===== src/rtl/multicycle_control_pkg.sv =====
// -----------------------------------------------------------------------------
// multicycle_control_pkg
//   Shared types and constants for the multicycle datapath controller:
//   opcode type and opcode constants, the controller state enum, and the
//   encodings of the ALU-control class and the PC / ALU-B mux selects.
// -----------------------------------------------------------------------------
package multicycle_control_pkg;

    typedef logic [5:0] opcode_type;

    localparam opcode_type OP_RTYPE = 6'b000000;
    localparam opcode_type OP_LW    = 6'b100011;
    localparam opcode_type OP_SW    = 6'b101011;
    localparam opcode_type OP_BEQ   = 6'b000100;
    localparam opcode_type OP_J     = 6'b000010;

    // The numeric values are what state_dbg shows.
    typedef enum logic [3:0] {
        FETCH     = 4'd0,
        DECODE    = 4'd1,
        MEM_ADDR  = 4'd2,
        MEM_READ  = 4'd3,
        MEM_WB    = 4'd4,
        MEM_WRITE = 4'd5,
        EXECUTE   = 4'd6,
        ALU_WB    = 4'd7,
        BRANCH    = 4'd8,
        JUMP      = 4'd9,
        TRAP      = 4'd10
    } ctrl_state_type;

    // ALU-control class
    localparam logic [1:0] ALU_OP_ADD   = 2'b00;
    localparam logic [1:0] ALU_OP_SUB   = 2'b01;
    localparam logic [1:0] ALU_OP_FUNCT = 2'b10;

    // ALU B-operand select
    localparam logic [1:0] ALU_B_REG   = 2'b00;
    localparam logic [1:0] ALU_B_FOUR  = 2'b01;
    localparam logic [1:0] ALU_B_IMM   = 2'b10;
    localparam logic [1:0] ALU_B_SHIMM = 2'b11;

    // Next-PC select
    localparam logic [1:0] PC_SRC_ALU    = 2'b00;
    localparam logic [1:0] PC_SRC_ALUOUT = 2'b01;
    localparam logic [1:0] PC_SRC_JUMP   = 2'b10;

endpackage


===== src/rtl/multicycle_control_mem_wait_timer.sv =====
// -----------------------------------------------------------------------------
// mem_wait_timer
//   Counts wait cycles of one memory access.
//   clk      : system clock
//   rst_n    : asynchronous active-low reset
//   clear_i  : zero the count (the controller is entering a new state)
//   count_i  : this cycle is a wait cycle (access pending, mem_ready low)
//   limit_o  : the current wait cycle is the LIMIT-th consecutive one
// -----------------------------------------------------------------------------
module mem_wait_timer #(
    parameter int unsigned LIMIT = 15
) (
    input  logic clk,
    input  logic rst_n,
    input  logic clear_i,
    input  logic count_i,
    output logic limit_o
);

    localparam int unsigned CW = $clog2(LIMIT + 1);

    logic [CW-1:0] count_q;
    logic [CW-1:0] count_d;

    always_comb begin
        count_d = count_q;
        if (clear_i) begin
            count_d = '0;
        end else if (count_i) begin
            count_d = count_q + 1'b1;
        end
    end

    always_ff @(posedge clk or negedge rst_n) begin
        if (!rst_n) begin
            count_q <= '0;
        end else begin
            count_q <= count_d;
        end
    end

    // The count holds the number of wait cycles already spent, so the
    // LIMIT-th wait cycle is the one where it equals LIMIT-1.
    assign limit_o = (count_q == CW'(LIMIT - 1));

endmodule


===== src/rtl/multicycle_control.sv =====
// -----------------------------------------------------------------------------
// multicycle_control
//   Control FSM of a multicycle lw/sw/R-type/beq/j datapath.
//   clk, rst_n      : clock, asynchronous active-low reset
//   op              : opcode field of the instruction register
//   mem_ready       : memory access completes this cycle
//   hold            : freezes the controller while it is in FETCH
//   datapath strobes: pc_write, pc_write_cond, i_or_d, mem_read, mem_write,
//                     mem_to_reg, ir_write, reg_dst, reg_write, alu_src_a,
//                     pc_source, alu_src_b, alu_op
//   illegal_op      : sticky, set when an undecoded opcode reaches DECODE
//   mem_timeout     : sticky, set when a memory access waits too long
//   instr_count     : retired-instruction counter (wraps)
//   state_dbg       : current state encoding
// -----------------------------------------------------------------------------
module multicycle_control
    import multicycle_control_pkg::*;
#(
    parameter int unsigned MEM_TIMEOUT = 15
) (
    input  logic        clk,
    input  logic        rst_n,
    input  opcode_type  op,
    input  logic        mem_ready,
    input  logic        hold,
    output logic        pc_write,
    output logic        pc_write_cond,
    output logic        i_or_d,
    output logic        mem_read,
    output logic        mem_write,
    output logic        mem_to_reg,
    output logic        ir_write,
    output logic        reg_dst,
    output logic        reg_write,
    output logic        alu_src_a,
    output logic [1:0]  pc_source,
    output logic [1:0]  alu_src_b,
    output logic [1:0]  alu_op,
    output logic        illegal_op,
    output logic        mem_timeout,
    output logic [31:0] instr_count,
    output logic [3:0]  state_dbg
);

    ctrl_state_type state_q, state_d;
    logic           illegal_q, timeout_q;
    logic [31:0]    instr_count_q;

    logic retire;
    logic set_illegal;
    logic set_timeout;
    logic wait_cycle;
    logic limit_hit;

    // Any state change clears the wait count, which covers every entry
    // into FETCH, MEM_READ and MEM_WRITE.
    mem_wait_timer #(
        .LIMIT (MEM_TIMEOUT)
    ) u_wait_timer (
        .clk     (clk),
        .rst_n   (rst_n),
        .clear_i (state_d != state_q),
        .count_i (wait_cycle),
        .limit_o (limit_hit)
    );

    // State and status registers
    always_ff @(posedge clk or negedge rst_n) begin
        if (!rst_n) begin
            state_q       <= FETCH;
            illegal_q     <= 1'b0;
            timeout_q     <= 1'b0;
            instr_count_q <= '0;
        end else begin
            state_q <= state_d;
            if (set_illegal) illegal_q <= 1'b1;
            if (set_timeout) timeout_q <= 1'b1;
            if (retire)      instr_count_q <= instr_count_q + 32'd1;
        end
    end

    // Next state. Memory-wait states share the same rule: a ready completes
    // the access even on the limit cycle; otherwise the limit cycle traps.
    always_comb begin
        state_d     = state_q;
        retire      = 1'b0;
        set_illegal = 1'b0;
        set_timeout = 1'b0;
        wait_cycle  = 1'b0;
        unique case (state_q)
            FETCH: begin
                if (!hold) begin
                    if (mem_ready) begin
                        state_d = DECODE;
                    end else if (limit_hit) begin
                        state_d     = TRAP;
                        set_timeout = 1'b1;
                    end else begin
                        wait_cycle = 1'b1;
                    end
                end
            end
            DECODE: begin
                unique case (op)
                    OP_RTYPE:     state_d = EXECUTE;
                    OP_LW, OP_SW: state_d = MEM_ADDR;
                    OP_BEQ:       state_d = BRANCH;
                    OP_J:         state_d = JUMP;
                    default: begin
                        state_d     = TRAP;
                        set_illegal = 1'b1;
                    end
                endcase
            end
            MEM_ADDR: state_d = (op == OP_LW) ? MEM_READ : MEM_WRITE;
            MEM_READ: begin
                if (mem_ready) begin
                    state_d = MEM_WB;
                end else if (limit_hit) begin
                    state_d     = TRAP;
                    set_timeout = 1'b1;
                end else begin
                    wait_cycle = 1'b1;
                end
            end
            MEM_WRITE: begin
                if (mem_ready) begin
                    state_d = FETCH;
                    retire  = 1'b1;
                end else if (limit_hit) begin
                    state_d     = TRAP;
                    set_timeout = 1'b1;
                end else begin
                    wait_cycle = 1'b1;
                end
            end
            EXECUTE: state_d = ALU_WB;
            MEM_WB, ALU_WB, BRANCH, JUMP: begin
                state_d = FETCH;
                retire  = 1'b1;
            end
            TRAP:    state_d = TRAP;
            default: state_d = TRAP;
        endcase
    end

    // Outputs. Reset is in this path so that asserting rst_n drops every
    // strobe at once, before any clock edge.
    always_comb begin
        pc_write      = 1'b0;
        pc_write_cond = 1'b0;
        i_or_d        = 1'b0;
        mem_read      = 1'b0;
        mem_write     = 1'b0;
        mem_to_reg    = 1'b0;
        ir_write      = 1'b0;
        reg_dst       = 1'b0;
        reg_write     = 1'b0;
        alu_src_a     = 1'b0;
        pc_source     = PC_SRC_ALU;
        alu_src_b     = ALU_B_REG;
        alu_op        = ALU_OP_ADD;
        if (rst_n) begin
            unique case (state_q)
                FETCH: begin
                    alu_src_b = ALU_B_FOUR;
                    if (!hold) begin
                        mem_read = 1'b1;
                        if (mem_ready) begin
                            ir_write = 1'b1;
                            pc_write = 1'b1;
                        end
                    end
                end
                DECODE: alu_src_b = ALU_B_SHIMM;
                MEM_ADDR: begin
                    alu_src_a = 1'b1;
                    alu_src_b = ALU_B_IMM;
                end
                MEM_READ: begin
                    mem_read = 1'b1;
                    i_or_d   = 1'b1;
                end
                MEM_WB: begin
                    reg_write  = 1'b1;
                    mem_to_reg = 1'b1;
                end
                MEM_WRITE: begin
                    mem_write = 1'b1;
                    i_or_d    = 1'b1;
                end
                EXECUTE: begin
                    alu_src_a = 1'b1;
                    alu_op    = ALU_OP_FUNCT;
                end
                ALU_WB: begin
                    reg_write = 1'b1;
                    reg_dst   = 1'b1;
                end
                BRANCH: begin
                    alu_src_a     = 1'b1;
                    alu_op        = ALU_OP_SUB;
                    pc_write_cond = 1'b1;
                    pc_source     = PC_SRC_ALUOUT;
                end
                JUMP: begin
                    pc_write  = 1'b1;
                    pc_source = PC_SRC_JUMP;
                end
                default: ;
            endcase
        end
    end

    assign illegal_op  = illegal_q;
    assign mem_timeout = timeout_q;
    assign instr_count = instr_count_q;
    assign state_dbg   = state_q;

endmodule


===== config.mk =====
export PLATFORM = sky130hd
export DESIGN_NAME = multicycle_control
export DESIGN_NICKNAME = d
export VERILOG_FILES = /design/src/rtl/multicycle_control_pkg.sv /design/src/rtl/multicycle_control_mem_wait_timer.sv /design/src/rtl/multicycle_control.sv
export SDC_FILE = /design/constraint.sdc
export NUM_CORES = 1
export LEC_CHECK = 0
export CAP_MARGIN = 20
export CORE_MARGIN = 2
export CORE_UTILIZATION = 49
export DETAILED_ROUTE_END_ITERATION = 6
export GPL_ROUTABILITY_DRIVEN = 0
export PLACE_DENSITY = 0.87
export SLEW_MARGIN = 30
export SYNTH_ARGS = -nofsm -noshare
export SYNTH_HDL_FRONTEND = slang
export SYNTH_SLANG_ARGS = --single-unit

===== constraint.sdc =====
create_clock -name clk -period 2 [get_ports clk]
set_input_delay 0.4 -clock clk [delete_from_list [all_inputs] [get_ports clk]]
set_output_delay 0.4 -clock clk [all_outputs]
set_load 0.005 [all_outputs]

==> impl_results.md, run 1 <==
- Post-DRT Antenna Nets: 0
- Leak: 1.66 nW
- Synth Register Bits: 42
- Worst Path Required: 1.60 ns
- Worst setup margin: -0.0137 ns
- Non-Filler Instances: 433
- First-pass GRT wire length: 11300 um
- Gate Count Post-Synth: 260
- # clock sinks: 42
- Pre-CTS setup slack: -0.403 ns
- DR top layer: met4
- Final hold vios: 0
- Crit. Startpoint: state_dbg[2]
- FMAX: 497 MHz
- GRT Total Usage: 0.254
- Wire length on met1: 2960 um
- EDFF count, synth: 0
- Die width: 75.8 um
- Area after DPL: 3450 sq um
- TritonCTS clock tree: done
- Layout cell share with drive strength beyond 1: 0.259
- Power per Cell Area: around 1000 nW/um^2
- Post-Syn Area per Cell: a little under 10 sq um
- R2R depth: 7
- # DRC: 0
- Syn Std Cell Area: 2530 sq um
- Outcome: complete, but fails checks
- Crit path to: alu_src_b[0]
- TritonCTS Buffers: 5
- Core area: 5040 sq um
- FFs w/ async S/R, synth: 1.00
- Clk root buf: clkbuf_8
- Reg-to-Reg Start: state_dbg[2]
- Reg-to-reg setup timing slack: 0.03 ns
- Number of cell rows: 26
- Iter 0 DRT Violations: 117
- Most frequent cells in the layout: 41 x dfrtp_1, 40 x clkdlybuf4s50_1, 39 x buf_4
- Largest net degree at the start of global routing: 35
- Kind of critical path: flop to output pin
- Synth Flop Type: dfrtp_1
- Initial Utilization: 0.501
- Die Ht: 75.8 um
- Critical Path AT: about 1.6 ns
- WL/cell: 16.8 um
- Post-CTS Hold Buffers: 0
- Dpl cells: between 400 and 500
- DR pass1 iterations: 4
- Tcrit/Tclk final: 1.01
- Yosys Warn Count: 0
- Layout overhead on the synthesized area: 50.0%
- Met3 routed WL: 466 um
- Hold crit path type: input pin to asynchronous set/reset pin
- Register area share after synthesis: 0.416
- Fin crit period: 2.01 ns
- Worst-margin pin slew: 0.433 ns
- Worst Hold Slack: 0.178 ns
- WL final: ~7300 um
- Commonest non-fill, non-tap cell in the layout: dfrtp_1
- CP Launch Type: flop
- Maximum vdd drop: 0.000643 V
- Worst Skew: around 0.0084 ns
- Nets@finish: 375
- Max Buffers Root-to-Sink: 2
- Number of global-route vias before repair: ~2500
- Worst r2r dst: u_wait_timer.count_q[0]
- Final setup viols: 1
- Final Cell Area: 3790 sq um
- Syn_nets: approximately 270
- Worst slew margin: 0.711
- Crit end category: output pin
- Failing checks: setup timing
- Clock Latency Late Sink: 0.29 ns
- Final Slew Violations: 0
- Synth cell types: 52
- CP max FO: 4
- Vias per std cell: about 5.8
- Die area: 5750 sq um
- Placed wire-length estimate: just under 5000 um
- Total power after layout: 3.85 mW
- Top Ports: 64
- H-tree depth: 2
- Vias: 2513
- Initial antenna violation count: 0
- Maxcap violations: 0
- RSZ-0062 raised after global routing: true
- # diodes: 0
- Total gr overflow: 0
- Port Buf Inserts: 63
- Met2 WL post-DR: between 3000 and 4000 um
- Clk slew on worst S/H paths: 0.08 ns
-- worst min path at each step --
stage,start,end,slack [ns],cells after the start
final,rst_n,u_wait_timer.count_q[1],0.18,2
after global routing,rst_n,u_wait_timer.count_q[2],0.18,2
after CTS,rst_n,u_wait_timer.count_q[1],0.16,2
after detailed placement,rst_n,state_dbg[3],0.43,2
after global placement,rst_n,state_dbg[3],0.43,2
after floorplan,rst_n,illegal_op,0.10,0
-- metrics by stage --
stage	util	setup TNS (ns)
final	0.752	-0.0137
after global routing	0.752	-0.269
after CTS	0.723	-0.346
after detailed placement	0.685	-3.82
after global placement	0.685	-3.12
after floorplan	-	0
-- area by class of cell --
cell class	count	area, sq um
multi-input cells	199	1550
fillers	343	1250
flip-flops and latches	42	1050
repair buffers	109	977
well taps	70	87.6
clock buffers	7	76.3
clock inverters	1	30.0
inverters	5	21.3
-- state kept, by name, indices dropped and copies added, names as in the netlist --
| signal | cells |
|---|---|
| illegal_op | 1 |
| instr_count | 32 |
| mem_timeout | 1 |
| state_dbg | 4 |
| u_wait_timer.count_q | 4 |
-- routing by layer --
layer	GRT usage	vias to the layer above
met4	0.0721	0
met2	0.452	121
li1	-	1144
met1	0.313	1225
met5	0	-
met3	0.0476	23
-- logic make-up (layout without fill, tap and decap cells) --
group / count (synthesis) / count (layout) / share of synthesized area
multiplexers: 1 / 1 / 0.00396
buffers and inverters: 19 / 122 / 0.0401
XOR/XNOR: 37 / 37 / 0.131
adder cells (fa/ha/maj): 3 / 3 / 0.0149
AND/OR/NAND/NOR: 130 / 130 / 0.313
AO/OA/AOI/OAI: 28 / 28 / 0.0807
flip-flops: 42 / 42 / 0.416
-- critical path, cell delays in order (launching register included) --
cell,delay [ns]
dfrtp_2,0.46
buf_4,0.15
buf_4,0.15
or2_1,0.24
nor3b_2,0.19
clkbuf_2,0.14
-- cells in the mapped netlist (4+ instances only) --
master	count	area (sq um)
dfrtp_1	42	1050
nand2_1	22	82.6
xnor2_1	22	193
nand4_1	17	106
nor3_1	15	75.1
xor2_1	14	123
nor2_1	12	45.0
and3_1	11	68.8
nand3_1	11	55.1
o21ai_0	6	30.0
and4_1	5	43.8
buf_2	5	25.0
inv_1	5	18.8
nor4b_2	5	75.1
a21oi_1	4	20.0
buf_4	4	30.0
nand2b_1	4	25.0
nand4bb_1	4	45.0
-- report_power, final --
group	total, mW	switching, mW	internal, mW
Combinational	2.08	1.06	1.03
Sequential	1.11	0.147	0.959
Clock	0.657	0.283	0.374
Total	3.85	1.49	2.36
-- repair_timing --
item | in CTS | in global routing
setup buffers | 3 | 5
cloned | 0 | 0
pin swaps | 11 | 15
resized for setup | 51 | 28
setup endpoints to repair | 20 | 13
No activity file was read; power rests on OpenSTA's default activity.
==> run 2, diff against run 1 <==
--- a/config.mk
+++ b/config.mk
@@ -7,10 +7,10 @@
 export LEC_CHECK = 0
 export CAP_MARGIN = 20
 export CORE_MARGIN = 2
-export CORE_UTILIZATION = 49
+export CORE_UTILIZATION = 53
 export DETAILED_ROUTE_END_ITERATION = 6
 export GPL_ROUTABILITY_DRIVEN = 0
-export PLACE_DENSITY = 0.87
+export PLACE_DENSITY = 0.92
 export SLEW_MARGIN = 30
 export SYNTH_ARGS = -nofsm -noshare
 export SYNTH_HDL_FRONTEND = slang
==> constraint.sdc (replaced) <==
create_clock -name clk -period 2.6 [get_ports clk]
set_input_delay 0.52 -clock clk [delete_from_list [all_inputs] [get_ports clk]]
set_output_delay 0.52 -clock clk [all_outputs]
set_load 0.005 [all_outputs]
==> run 2 against run 1 <==
Against the previous run:
- the flow now finishes without violations
- first-iteration DRC count is 8.5% lower
- setup slack better by 0.11 ns
- combinational power is 42% lower
- global-route usage is 0.76 points lower
- via count is 6.4% lower
- utilization is 3.2 points lower
- critical path depth stayed put
- wire length is 15% lower
==> impl_results.md, run 2 (synthesis gave the netlist of run 1 again) <==
- Outcome: completed
- Final Cell Area: 3350 sq um
- FILL cells: 337
- CP Launch Type: input pin
- # diodes: 0
- Initial antenna violation count: 0
- Crit-path max cell delay: 0.55 ns
- Final core utilization: 0.719
- Dpl cells: 378
- Top Ports: 64
- M3 GR Usage: 0.0649
- Commonest non-fill, non-tap cell in the layout: clkdlybuf4s50_1
- Reg-to-reg setup timing slack: 0.59 ns
- # DRC: 0
- Kind of critical path: input pin to output pin
- FMAX: between 300 and 400 MHz
- Max Buffers Root-to-Sink: 2
- Max reg flops: 32
- Leak: 1.36 nW
- Most frequent cells in the layout: 61 x clkdlybuf4s50_1, 41 x dfrtp_1, 22 x nand2_1, 22 x xnor2_1, 17 x nand4_1
- Die Ht: roughly 73 um
- Worst path depth: 5
- Crit path to: pc_write
- Most used cell along the critical path: clkdlybuf4s50_1
- TritonCTS clock tree: done
- GRT Total Usage: 0.246
- Clock Latency Late Sink: ~0.30 ns
- Iter 0 DRT Violations: 107
- Total gr overflow: 0
- Crit. Startpoint: mem_ready
- Total power after layout: ~2.5 mW
- Post-CTS Setup Inserts: 0
- Maximum vdd drop: 0.000575 V
- Die area: 5330 sq um
- Port Buf Inserts: 63
- Number of cell rows: 25
- Worst r2r dst: u_wait_timer.count_q[1]
- Critical-path top delay cell: clkdlybuf4s50_1
- Met2 GRT Util: 0.418
- # clock sinks: 42
- WL final: 6240 um
- Vias: 2353
- Critical Path AT: between 1.5 and 2 ns
- Largest net degree at the start of global routing: 40
- Power per Cell Area: between 700 and 800 nW/um^2
- Worst Skew: 0.00733 ns
- Reg-to-Reg Start: state_dbg[2]
- Worst Path Buf+Inv: 3
- WL/cell: 16.2 um
- Sequential cell area: 1050 sq um
- Core area: 4660 sq um
- TritonCTS Buffers: 5
- H-tree depth: 2
- Die width: 73.0 um
- Final setup viols: 0
- Number of global-route vias before repair: between 2000 and 2500
- Worst setup margin: 0.0950 ns
- Tcrit/Tclk final: 0.963
- Final Slew Violations: 0
- Met1 Usage GRT: 0.295
- Setup TNS: 0 ns
- CP delay by family, top: buffers and inverters
- Worst slew margin: 0.682
- Most crowded layer after global routing: met2
- Worst-margin pin slew: approximately 0.48 ns
- R2R depth: 6
- Vias per std cell: 6.11
- Crit end category: output pin
- Pre-CTS setup slack: -0.0608 ns
- Area of the multi-input gates: about 1400 sq um
- Area after DPL: 3250 sq um
- Fin crit period: 2.50 ns
- DR pass1 iterations: 4
- Post-DRT Antenna Nets: 0
- Non-Filler Instances: 385
- Maxcap violations: 0
- Layout overhead on the synthesized area: 32.7%
- Placed wire-length estimate: between 4000 and 5000 um
- Worst-path cell chain: clkdlybuf4s50_1 > inv_1 > nor3_4 > or2_1 > clkdlybuf4s50_1
- Clk root buf: clkbuf_8
- Layout cell share with drive strength beyond 1: 0.115
- Final hold vios: 0
- Worst Hold Slack: 0.0620 ns
- Nets@finish: 344
- First-pass GRT wire length: a little over 10000 um
- Clk slew on worst S/H paths: ~0.08 ns
- CP max FO: 5
- RSZ-0062 raised after global routing: false
- Hold crit path type: input pin to asynchronous set/reset pin
- Initial Utilization: 0.542
- Worst Path Required: 2.08 ns
## run 2: worst min path at each step
| stage | cells after the start | startpoint | to |
|---|---|---|---|
| after floorplan | 0 | rst_n | illegal_op |
| after global placement | 1 | rst_n | state_dbg[3] |
| after detailed placement | 1 | rst_n | state_dbg[3] |
| after CTS | 1 | rst_n | state_dbg[0] |
| after global routing | 1 | rst_n | state_dbg[0] |
| final | 1 | rst_n | state_dbg[0] |
## run 2: cell type report
type,count,area share
clock buffers,5,0.0205
clock inverters,2,0.00299
inverters,5,0.00560
multi-input cells,199,0.417
flip-flops and latches,42,0.314
well taps,54,0.0202
repair buffers,78,0.220
## run 2: where the power goes
| group | total (mW) | switching, mW | internal (mW) | leakage (nW) |
|---|---|---|---|---|
| combinational | 1.20 | 0.640 | 0.558 | 0.773 |
| clock | 0.397 | 0.217 | 0.180 | 0.0438 |
| sequential | 0.862 | 0.124 | 0.737 | 0.544 |
## run 2: worst register-to-register path: stages, from the launching register on
cell and delay, ns:
dfrtp_2 0.50, buf_4 0.18, or3_1 0.35, a21oi_1 0.22, o21ai_0 0.19, or2_2 0.33
a211oi_2 0.17
## run 2: repair_timing
action | CTS | global route
gates resized for setup | 4 | 3
endpoints found under the setup margin | 1 | 7
pin swaps | 3 | 0
endpoints found under the hold margin | 0 | 0
hold buffers | 0 | 0
## run 2: metal layers
layer	share of wire	routed length, um
met3	0.065	406
met2	0.49	3070
met1	0.42	2640
met4	0.019	120
met5	0	0
==> run 3, diff against run 2 <==
==> constraint.sdc (replaced) <==
create_clock -name clk -period 2.6 [get_ports clk]
set_input_delay 0.39 -clock clk [delete_from_list [all_inputs] [get_ports clk]]
set_output_delay 0.39 -clock clk [all_outputs]
set_load 0.005 [all_outputs]
==> run 3 against run 2 <==
Against the previous run:
- the run now ends with DRC left
- wire length increased by 0.63%
- critical endpoint unchanged
- cell count decreased by 0.78%
- combinational power decreased by 5%
- maximum frequency increased by 0.49%
==> impl_results.md, run 3 (synthesis gave the netlist of run 1 again) <==
- Outcome: complete, but fails checks
- Failing checks: DRC
- Worst Path Buf+Inv: 3
- Most crowded layer after global routing: met2
- Fin crit period: between 2 and 2.5 ns
- Final setup viols: 0
- Crit. Startpoint: rst_n
- Hold crit path type: flop to flop
- Worst-margin pin slew: 0.442 ns
- Largest net degree at the start of global routing: 36
- Die area: 5330 sq um
- CP Launch Type: input pin
- Switching fraction of total power: 0.383
- Clk slew on worst S/H paths: 0.08 ns
- CP max FO: 14
- Critical Path AT: 2.10 ns
- Commonest non-fill, non-tap cell in the layout: clkdlybuf4s50_1
- Tcrit/Tclk final: 0.959
- Vias: 2291
- Reg-to-reg setup timing slack: 0.52 ns
- Reg-to-Reg Start: u_wait_timer.count_q[0]
- Int Power: 1.55 mW
- Vias per std cell: 6.00
- H-tree depth: 2
- Setup TNS: 0 ns
- Sw Pwr: 0.962 mW
- Post-DRT Antenna Nets: 0
- Total gr overflow: 0
- Power per Cell Area: 755 nW/um^2
- Initial Utilization: 0.542
- Max reg flops: 32
- Met1 Usage GRT: 0.316
- Clk root buf: clkbuf_8
- First-pass GRT wire length: 9890 um
- Worst-path cell chain: dlygate4sd3_1 > buf_4 > nand3_1 > nor3_1 > or2_1 > clkdlybuf4s50_1
- Layout overhead on the synthesized area: 31.9%
- Placed wire-length estimate: 4370 um
- Number of global-route vias before repair: 2082
- Worst Skew: between 0.003 and 0.004 ns
- # diodes: 0
- FILL cells: between 300 and 400
- Worst setup margin: 0.107 ns
- Worst Path Required: 2.21 ns
- Worst path depth: 6
- TritonCTS Buffers: 5
- Iter 0 DRT Violations: 233
- Min-delay src: illegal_op
- Die width: 73.0 um
- Sequential Power Share: 0.345
- Crit path to: pc_write
- Area of the multi-input gates: 1370 sq um
- Crit-path max cell delay: 0.53 ns
- Met2 GRT Util: 0.394
- TritonCTS clock tree: done
- Final Slew Violations: 0
- Post-CTS Setup Inserts: 0
- Final hold vios: 0
- Layout cell share with drive strength beyond 1: 0.0854
- Pre-CTS setup slack: 0.122 ns
- Maxcap violations: 0
- Top Ports: 64
- WHS Path Cells: 1
- WL final: 6280 um
- Port Buf Inserts: 63
- Kind of critical path: input pin to output pin
- Initial antenna violation count: 0
- Most frequent cells in the layout: 62 x clkdlybuf4s50_1, 41 x dfrtp_1, 22 x nand2_1, 22 x xnor2_1, 17 x nand4_1
- Number of cell rows: 25
- Worst r2r dst: u_wait_timer.count_q[1]
- Core area: around 4700 sq um
- Nets@finish: 340
- Clock Latency Late Sink: between 0.2 and 0.3 ns
- FMAX: 401 MHz
- # clock sinks: 42
- Maximum vdd drop: 0.000516 V
- R2R depth: 7
- Die Ht: 73.0 um
- Worst slew margin: 0.705
- Max Buffers Root-to-Sink: 2
- # DRC: 1
- GRT Total Usage: 0.238
- M3 GR Usage: 0.0552
- Clock power share: 0.202
- Gate power share: 0.452
- Leak: approximately 1.3 nW
- DR pass1 iterations: 7
- Critical-path top delay cell: dlygate4sd3_1
- Crit end category: output pin
- Sequential cell area: 1050 sq um
- CP delay by family, top: buffers and inverters
- WL/cell: roughly 16 um
run 3: final cells by class:
cell class / count / share of cell area
multi-input combinational: 199 / 0.412
inverter: 5 / 0.00563
timing repair buffer: 74 / 0.214
sequential: 42 / 0.316
tap: 54 / 0.0203
clock inverter: 1 / 0.00901
clock buffer: 7 / 0.0229
run 3: worst register-to-register path: stages (launching register included):
cell and delay [ns]:
dfrtp_1 0.39, inv_1 0.09, ha_1 0.21, and3_1 0.22, nor3_1 0.31, o21ai_0 0.26, or2_2 0.34, a211oi_2 0.18
run 3: worst min path at each step:
stage	endpoint	slack, ns
CTS	mem_timeout	0.49
finish	illegal_op	0.48
global placement	u_wait_timer.count_q[1]	0.29
global route	u_wait_timer.count_q[2]	0.50
floorplan	illegal_op	0.09
detailed placement	u_wait_timer.count_q[0]	0.29
run 3: metrics by stage:
step                      hold WS [ns]  instances   util  total power [mW]  instance area (sq um)
after detailed placement         0.292        373  0.689              1.99                   3210
after floorplan                 0.0944        260      -              1.55                   2530
after global placement           0.289        373  0.689              1.96                   3210
after global routing             0.495        382  0.715              2.66                   3330
final                            0.479        382  0.715              2.52                   3330
after CTS                        0.488        382  0.714              2.51                   3330
run 3: layer usage:
layer,part of all wire,vias to the layer above
li1,-,1072
met1,0.43,1111
met2,0.50,99
met3,0.061,9
met4,0.011,0
met5,0,-
run 3: timing repair:
action                                  CTS  global route
gates resized for setup                   0             3
endpoints found under the setup margin    0             4
hold buffers                              1             0
endpoints found under the hold margin     7             0
run 3: power by group through the flow:
stage	clock network [mW]	logic, mW	registers [mW]
after floorplan	0	0.710	0.838
after global placement	0	1.09	0.868
after detailed placement	0	1.11	0.873
after CTS	0.517	1.13	0.863
after global routing	0.549	1.23	0.881
final	0.509	1.14	0.869
